### config.mk
export PLATFORM = sky130hd
export DESIGN_NAME = mem_arb
export DESIGN_NICKNAME = d
export VERILOG_FILES = /design/src/rtl/mem_arb.sv
export SDC_FILE = /design/constraint.sdc
export NUM_CORES = 1
export LEC_CHECK = 0
export CORE_AREA = 2 2 194 196
export CTS_CLUSTER_DIAMETER = 200
export DETAILED_ROUTE_END_ITERATION = 8
export DIE_AREA = 0 0 196 198
export GPL_TIMING_DRIVEN = 0
export PLACE_DENSITY = 0.46
export RECOVER_POWER = 25
export SKIP_CTS_REPAIR_TIMING = 1
export SLEW_MARGIN = 25
export SYNTH_ARGS = -nofsm -noshare
export SYNTH_HDL_FRONTEND = slang
export SYNTH_SLANG_ARGS = --single-unit
### constraint.sdc
create_clock -name clk -period 2.4 [get_ports clk]
set_input_delay 0.48 -clock clk [delete_from_list [all_inputs] [get_ports clk]]
set_output_delay 0.48 -clock clk [all_outputs]
set_load 0.03 [all_outputs]
### src/rtl/mem_arb.sv
// Two-port memory arbiter: instruction fetch and load/store share one memory port,
// one transaction in flight, data-first priority with a bounded fetch starvation window.
module mem_arb #(
   parameter int unsigned STARVE_MAX = 4
) (
   input  logic        clk,
   input  logic        rst,
   input  logic        if_req_valid,
   input  logic [63:0] if_req_addr,
   output logic        if_req_ready,
   output logic        if_rsp_valid,
   output logic [31:0] if_rsp_instr,
   input  logic        d_req_valid,
   input  logic        d_req_we,
   input  logic [63:0] d_req_addr,
   input  logic [63:0] d_req_wdata,
   input  logic [1:0]  d_req_len,
   output logic        d_req_ready,
   output logic        d_rsp_valid,
   output logic [63:0] d_rsp_rdata,
   output logic        mem_req_valid,
   output logic        mem_req_we,
   output logic [63:0] mem_req_addr,
   output logic [63:0] mem_req_wdata,
   output logic [1:0]  mem_req_len,
   input  logic        mem_req_ready,
   input  logic        mem_rsp_valid,
   input  logic [63:0] mem_rsp_data,
   output logic        err
);

   typedef enum logic [1:0] {IDLE, WAIT_IF, WAIT_D} state_t;

   localparam logic [2:0] STARVE_LIM = 3'(STARVE_MAX);

   state_t     state_q, state_d;
   logic [2:0] starve_q, starve_d;
   logic       we_q, we_d;
   logic       a2_q, a2_d;
   logic       err_q, err_d;

   logic       idle;
   logic       fetch_due;
   logic       grant_d;
   logic       grant_if;
   logic       hs;

   // Gating with rst keeps every valid/ready low while reset is held.
   assign idle      = rst && (state_q == IDLE);
   assign fetch_due = if_req_valid && (starve_q == STARVE_LIM);
   assign grant_d   = idle && d_req_valid && !fetch_due;
   assign grant_if  = idle && if_req_valid && !grant_d;
   assign hs        = (grant_d || grant_if) && mem_req_ready;

   assign mem_req_valid = grant_d || grant_if;
   assign mem_req_we    = grant_d && d_req_we;
   assign mem_req_addr  = grant_if ? if_req_addr : d_req_addr;
   assign mem_req_wdata = grant_d ? d_req_wdata : 64'h0;
   assign mem_req_len   = grant_if ? 2'd2 : d_req_len;

   assign if_req_ready = grant_if && mem_req_ready;
   assign d_req_ready  = grant_d && mem_req_ready;

   assign if_rsp_valid = rst && (state_q == WAIT_IF) && mem_rsp_valid;
   assign if_rsp_instr = !if_rsp_valid ? 32'h0 :
                         (a2_q ? mem_rsp_data[63:32] : mem_rsp_data[31:0]);
   assign d_rsp_valid  = rst && (state_q == WAIT_D) && mem_rsp_valid;
   assign d_rsp_rdata  = (d_rsp_valid && !we_q) ? mem_rsp_data : 64'h0;

   assign err = err_q;

   always_comb begin
      state_d  = state_q;
      starve_d = starve_q;
      we_d     = we_q;
      a2_d     = a2_q;
      err_d    = err_q;
      case (state_q)
         IDLE: begin
            // A response with nothing outstanding is a protocol violation; it is dropped.
            if (mem_rsp_valid) begin
               err_d = 1'b1;
            end
            if (hs) begin
               state_d = grant_d ? WAIT_D : WAIT_IF;
               we_d    = grant_d && d_req_we;
               a2_d    = mem_req_addr[2];
               if (grant_d && if_req_valid) begin
                  starve_d = (starve_q == STARVE_LIM) ? starve_q : 3'(starve_q + 3'd1);
               end else begin
                  starve_d = 3'd0;
               end
            end
         end
         WAIT_IF, WAIT_D: begin
            if (mem_rsp_valid) begin
               state_d = IDLE;
            end
         end
         default: state_d = IDLE;
      endcase
   end

   always_ff @(posedge clk or negedge rst) begin
      if (!rst) begin
         state_q  <= IDLE;
         starve_q <= 3'd0;
         we_q     <= 1'b0;
         a2_q     <= 1'b0;
         err_q    <= 1'b0;
      end else begin
         state_q  <= state_d;
         starve_q <= starve_d;
         we_q     <= we_d;
         a2_q     <= a2_d;
         err_q    <= err_d;
      end
   end

endmodule

==> results of run 1 <==
[flip-flops by register name, indices dropped and copies added (netlist names)]
register / flops
a2_q: 1
starve_q: 3
we_q: 1
state_q: 2
err: 1
[cells by family (layout without fill, tap and decap cells)]
logic type | after synthesis | count (layout) | synth area share [%]
adders and majority gates | 5 | 5 | 2.24
buffers and inverters | 38 | 569 | 7.29
other | 0 | 1 | 0
muxes | 96 | 96 | 40.7
and+or+nand+nor | 178 | 178 | 36.5
AOI/OAI and AO/OA | 19 | 19 | 6.12
DFF | 8 | 8 | 7.15
[cells in the final DEF (no fill, tap or decap), drive strengths merged, types with 2 or more instances in the layout]
| cell type | netlist | final |
|---|---|---|
| mux2i | 32 | 32 |
| o21ai | 2 | 2 |
| and2 | 132 | 132 |
| a32o | 2 | 2 |
| dlymetal6s2s | 0 | 32 |
| a31o | 2 | 2 |
| inv | 7 | 7 |
| nor2b | 2 | 2 |
| dfrtp | 8 | 8 |
| clkdlybuf4s50 | 0 | 260 |
| mux2 | 64 | 64 |
| buf | 14 | 223 |
| nor2 | 37 | 37 |
| nand3 | 3 | 3 |
| ha | 5 | 5 |
| clkbuf | 17 | 45 |
| dlygate4sd3 | 0 | 2 |
[power breakdown]
part           switching [mW]  internal (mW)
logic                    1.55           1.75
registers              0.0484          0.167
clock network          0.0633          0.215
total                    1.66           2.13
[final cells by class]
class,count,area (sq um)
Antenna cell,1,2.50
Buffer,29,395
Clock buffer,3,75.1
Fill cell,3979,27600
Inverter,7,26.3
Multi-Input combinational cell,298,2640
Sequential cell,8,200
Tap cell,474,593
Timing Repair Buffer,530,5400
[worst paths after layout]
path | to | cells past startpoint
worst max-delay path | mem_req_addr[18] | 9
min in group clk | err | 1
max in group asynchronous | starve_q[1] | 1
worst min-delay path | a2_q | 1
worst min register to register | err | 1
worst max register to register | starve_q[2] | 10
[per-stage QoR]
| step | setup TNS [ns] | total power [mW] | util [%] |
|---|---|---|---|
| detailed placement | -360.13 | 3.05 | 22.6 |
| global placement | -351.82 | 3.06 | 22.6 |
| global route | -24.03 | 4.01 | 25.2 |
| floorplan | 0 | 1.75 | - |
| finish | -11.46 | 3.80 | 25.3 |
| CTS | -359.56 | 3.35 | 22.8 |
[metal layers]
layer	track usage (%)	wire length, um	vias up	share of wire [%]
met1	9.77	7540	2071	36
met2	17.6	11100	280	54
li1	-	-	2216	-
met3	2.69	1890	12	9.1
met4	0.842	154	2	0.74
met5	0	13	-	0.063
==> results by group, run 1 <==
Status
  • Status: finished, violations left
  • Violated checks: negative setup slack

Synth
  • Flops & latches, synth: 8
  • Synth Warn #: 0
  • Async S/R FF share, synth: 100%
  • Ys flop type: dfrtp_1
  • Synth cell types: 37
  • Post-synth EDFFs: 0
  • Post-Syn Area per Cell: 8.14 sq um
  • Commonest cells in the netlist: and2_1 (132), mux2_2 (38), nor2_1 (36)
  • Area of the mapped netlist: 0.00280 sq mm
  • Leading area contributor after synthesis: and2_1
  • Post-Syn Nets: 614
  • Count leader, synth: and2_1
  • Largest cells by area after synthesis: and2_1 (30%), mux2_2 (15%), mux2_4 (14%), mux2i_1 (11%), dfrtp_1 (7.2%)
  • Sequential share of the synthesized area: 7.15%
  • Share of Yosys cell area claimed by the top area cell type: 29.5%
  • Cells after Synth: 344

Routing
  • Pre-antenna DRT Iters: 4
  • First DRT Iteration DRCs: 72
  • Vias per Instance: 3.39
  • Drt wl/cell: 15.4 um
  • Vias: 4581
  • Drt total wl: 20.7 mm
  • Detail Route Antenna Nets: 0
  • # DRC: 0

Placed design
  • IO Port Bufs: 496
  • Final HPWL DP: 17.1 mm
  • DP Cell Count: 1314
  • Routability cong.: 0.730
  • Dpl ws: -1.78 ns
  • Dpl cell area: 0.00836 sq mm

Power and ir drop
  • Power Density: 407 mW/mm^2
  • Total leakage power: 4.68 nW
  • VDD IR max: 0.168 mV

CTS
  • CTS tree: done
  • Worst-path clk slew: 0.04 ns
  • CTS root buffer: clkbuf_16
  • Total CTS buffers: 3
  • Skew-Pair Late Insertion Delay: 0.23 ns
  • Deepest clock path buffer count: 2
  • Clock sink total: 8
  • H-tree depth: 1

Worst setup path
  • Worst Path Arrival: 2.11 ns
  • CP top delay family: buffers and inverters
  • Crit-path slowest cell: dfrtp_1
  • Worst setup SP type: flip-flop
  • Worst Setup SP: state_q[0]
  • CP Class: reg2out
  • CP bufs+invs: 5
  • Worst Setup End Kind: output port
  • Max incr delay on CP: 0.39 ns
  • Register-to-register path setup slack: 0.63 ns
  • Worst-path fanout max: 10
  • Reg2reg start: state_q[0]
  • Ordered list of cells on the worst path: inv_2, ha_4, buf_6, nand3_4, nor2_4, buf_12, buf_12, mux2_2, buf_6
  • CP Data Required Time: 1.92 ns

Floorplanning
  • Die area: 0.0388 sq mm
  • Core ar.: 0.0370 sq mm
  • Die extent in y: 198 um
  • Initial Util: 7.57%
  • Rows: 71
  • Die W: 196 um
  • I/O pin count: 498

STA
  • Unrepaired setup endpoints after global routing: true
  • Clk_skew: 0.00173 ns
  • Setup violators final: 103
  • Slew Viols, Final: 0
  • Final setup margin: -0.192 ns
  • Final hold violations: 0
  • Hold slack: 0.0788 ns
  • Crit path time final: 2.59 ns
  • Max_slew headroom: 74.9%
  • Worst Max-Slew Pin Slew: 0.375 ns
  • Period utilization: 108%
  • Peak Freq: 0.386 GHz

Finish
  • Syn-to-layout area delta: 233%
  • Non-filler cells, final: 1350
  • Nets: 1147
  • Cell area after layout: 0.00933 sq mm
  • Share of cells above drive strength 1: 45.1%

Global route
  • Initial antenna violation count: 2
  • Vias in the first global route: 4288
  • Grt ovf: 0
  • GRT Total Usage: 8.99%
  • First-pass GRT wire length: 26.6 mm
  • Largest net degree at the start of global routing: 11

Worst hold path
  • Hold WC Path Type: in2async

Flow run
  • Max_cap viols: 0
No activity file was read; power rests on OpenSTA's default activity.
==> run 2, diff against run 1 <==
--- a/config.mk
+++ b/config.mk
@@ -5,12 +5,13 @@
 export SDC_FILE = /design/constraint.sdc
 export NUM_CORES = 1
 export LEC_CHECK = 0
+export ABC_AREA = 1
 export CORE_AREA = 2 2 194 196
 export CTS_CLUSTER_DIAMETER = 200
 export DETAILED_ROUTE_END_ITERATION = 8
 export DIE_AREA = 0 0 196 198
 export GPL_TIMING_DRIVEN = 0
-export PLACE_DENSITY = 0.46
+export PLACE_DENSITY = 0.47
 export RECOVER_POWER = 25
 export SKIP_CTS_REPAIR_TIMING = 1
 export SLEW_MARGIN = 25
==> run 2 against run 1 <==
Critical path depth grew 3. Largest power group unchanged. The run still ends with negative setup slack left. Largest cell class unchanged. Final cell count grew 23%. Combinational power grew 43%. Synthesized cell count grew 91%.
==> results by group, run 2 <==
Finish
  • Share of cells above drive strength 1: 33.0% (was 45.1%)
  • Largest register FFs: 3 (unchanged)
  • Commonest non-fill, non-tap cell in the layout: clkdlybuf4s50_1 (unchanged)
  • Biggest register: starve_q (unchanged)
  • Syn-to-layout area delta: 238% (was 233%)
  • Nets: 1454 (was 1147)
  • Ant. Diodes: 0 (was 1)
  • Cell area after layout: 0.00993 sq mm (was 0.00933 sq mm)
  • Most frequent cells in the layout: clkdlybuf4s50_1 (262), inv_1 (140), nor2_1 (102) (was clkdlybuf4s50_1 (260), buf_6 (142), and2_1 (84))
  • Final core occ: 26.9% (was 25.3%)
  • Non-filler cells, final: 1656 (was 1350)
  • Largest registers: starve_q (3), state_q (2) (unchanged)

CTS
  • H-tree depth: 1 (unchanged)
  • Clock sink total: 8 (unchanged)
  • CTS tree: done (unchanged)
  • Deepest clock path buffer count: 2 (unchanged)
  • Worst-path clk slew: 0.04 ns (about the same)
  • Total CTS buffers: 3 (unchanged)
  • Skew-Pair Late Insertion Delay: 0.23 ns (about the same)
  • CTS root buffer: clkbuf_16 (unchanged)

Power and ir drop
  • Sequential power share: 3.6% (was 5.7%)
  • Net Sw Power: 2.78 mW (was 1.66 mW)
  • Sw frac: 53.8% (was 43.8%)
  • VDD IR max: 0.329 mV (was 0.168 mV)
  • Total leakage power: 6.12 nW (was 4.68 nW)
  • Pwr Total: 5.17 mW (was 3.80 mW)
  • Internal: 2.39 mW (was 2.13 mW)
  • Combinational power share: 91.1% (was 87.0%)
  • Clock power share: 5.4% (was 7.3%)
  • Power Density: 521 mW/mm^2 (was 407 mW/mm^2)

Global route
  • Vias in the first global route: 5571 (was 4288)
  • First-pass GRT wire length: 32.7 mm (was 26.6 mm)
  • Largest net degree at the start of global routing: 12 (was 11)
  • Initial antenna violation count: 1 (was 2)
  • GRT Total Usage: 11.0% (was 8.99%)
  • Grt ovf: 0 (unchanged)

Floorplanning
  • Die extent in y: 198 um (unchanged)
  • I/O pin count: 498 (unchanged)
  • Rows: 71 (unchanged)
  • Initial Util: 7.95% (was 7.57%)
  • Die area: 0.0388 sq mm (unchanged)
  • Core ar.: 0.0370 sq mm (unchanged)
  • Die W: 196 um (unchanged)

STA
  • Max_slew headroom: 69.5% (was 74.9%)
  • Slew Viols, Final: 0 (unchanged)
  • Peak Freq: 0.401 GHz (was 0.386 GHz)
  • Final hold violations: 0 (unchanged)
  • Hold slack: 0.125 ns (was 0.0788 ns)
  • Final setup margin: -0.0927 ns (was -0.192 ns)
  • Setup violators final: 45 (was 103)
  • Crit path time final: 2.49 ns (was 2.59 ns)
  • Clk_skew: 0.000746 ns (was 0.00173 ns)
  • Period utilization: 104% (was 108%)
  • Worst Max-Slew Pin Slew: 0.458 ns (was 0.375 ns)
  • Unrepaired setup endpoints after global routing: true (unchanged)
  • Setup tns final: -1.65 ns (was -11.46 ns)

Synth
  • Synth Warn #: 0 (unchanged)
  • Post-synth EDFFs: 0 (unchanged)
  • Flops & latches, synth: 8 (unchanged)
  • Largest cells by area after synthesis: nand2_1 (26%), inv_1 (18%), nor2_1 (17%), nand3_1 (12%), dfrtp_1 (6.8%) (was and2_1 (30%), mux2_2 (15%), mux2_4 (14%), mux2i_1 (11%), dfrtp_1 (7.2%))
  • Async S/R FF share, synth: 100% (unchanged)
  • Commonest cells in the netlist: nand2_1 (207), inv_1 (143), nor2_1 (133) (was and2_1 (132), mux2_2 (38), nor2_1 (36))
  • Count leader, synth: nand2_1 (was and2_1)
  • Post-Syn Area per Cell: 4.47 sq um (was 8.14 sq um)
  • Leading area contributor after synthesis: nand2_1 (was and2_1)
  • Share of Yosys cell area claimed by the top area cell type: 26.5% (was 29.5%)
  • Synth cell types: 20 (was 37)
  • Cells after Synth: 657 (was 344)
  • Area of the mapped netlist: 0.00294 sq mm (was 0.00280 sq mm)
  • Sequential share of the synthesized area: 6.82% (was 7.15%)
  • Post-Syn Nets: 927 (was 614)
  • Ys flop type: dfrtp_1 (unchanged)

Routing
  • Drt total wl: 24.9 mm (was 20.7 mm)
  • Pre-antenna DRT Iters: 4 (unchanged)
  • First DRT Iteration DRCs: 133 (was 72)
  • # DRC: 0 (unchanged)
  • Vias per Instance: 3.53 (was 3.39)
  • Detail Route Antenna Nets: 0 (unchanged)
  • Vias: 5846 (was 4581)
  • Drt wl/cell: 15.0 um (was 15.4 um)

Placed design
  • DP Cell Count: 1628 (was 1314)
  • Dpl cell area: 0.00851 sq mm (was 0.00836 sq mm)
  • Dpl ws: -1.32 ns (was -1.78 ns)
  • Final HPWL DP: 20.4 mm (was 17.1 mm)
  • Routability cong.: 0.827 (was 0.730)
  • IO Port Bufs: 497 (was 496)

Worst setup path
  • Worst Setup End Kind: output port (unchanged)
  • Most used cell, CP: buf_6
  • Register-to-register path setup slack: 0.63 ns (about the same)
  • Worst-path fanout max: 10 (unchanged)
  • CP Class: reg2out (unchanged)
  • Worst setup SP type: flip-flop (unchanged)
  • Crit-path slowest cell: dfrtp_1 (unchanged)
  • Worst Path Arrival: 2.01 ns (was 2.11 ns)
  • Max incr delay on CP: 0.39 ns (about the same)
  • CP Data Required Time: 1.92 ns (about the same)
  • Ordered list of cells on the worst path: inv_2, ha_4, nand2_4, nor2_4, buf_4, buf_6, nand2_4, buf_4, buf_6, nand3_2, nand2_2, buf_6 (was inv_2, ha_4, buf_6, nand3_4, nor2_4, buf_12, buf_12, mux2_2, buf_6)

Status
  • Status: finished, violations left (unchanged)
  • Violated checks: negative setup slack (unchanged)

Worst hold path
  • Hold WC Path Type: in2async (unchanged)

Flow run
  • Max_cap viols: 0 (unchanged)
run 2: path summary, 6_finish.rpt:
path	from	end	depth (start not counted)
worst max-delay path	state_q[0]	mem_req_addr[29]	12
worst min-delay path	rst	we_q	1
worst max register to register	state_q[0]	starve_q[1]	10
worst min register to register	err	err	1
max in group asynchronous	rst	starve_q[2]	1
min in group clk	err	err	1
run 2: power by group through the flow:
| stage | clock, mW | combinational (mW) | sequential (mW) |
|---|---|---|---|
| 3_5_place_dp | 0 | 3.87 | 0.187 |
| 4_1_cts | 0.289 | 3.90 | 0.187 |
| 2_1_floorplan | 0 | 2.03 | 0.183 |
| 3_3_place_gp | 0 | 3.87 | 0.186 |
| 5_1_grt | 0.297 | 5.03 | 0.189 |
| 6_report | 0.277 | 4.71 | 0.185 |
run 2: metal layers:
layer	vias up	share of wire [%]	GRT usage [%]	routed length (um)
met4	0	2.6	2.69	655
li1	2962	-	-	-
met3	26	7.7	2.50	1930
met5	-	0	0	0
met1	2553	39	12.3	9690
met2	305	51	21.0	12600
run 2: cell type report:
class	count	area (sq um)
Buffer	44	434
Clock buffer	3	75.1
Fill cell	4076	27000
Inverter	144	541
Multi-Input combinational cell	462	2750
Sequential cell	8	200
Tap cell	474	593
Timing Repair Buffer	521	5330
run 2: cells by family after synthesis:
kind of cell / share of synthesized area, %
xor+xnor: 0.298
compound gates: 6.82
flops: 6.82
buf+inv: 26.8
simple gates: 57.2
fa+ha+maj: 2.13
run 2: critical path, delay by kind of cell, from the launching register on:
family,cells,cell delay [ns]
buf+inv,6,0.75
simple gates,5,0.47
flops,1,0.39
fa+ha+maj,1,0.16
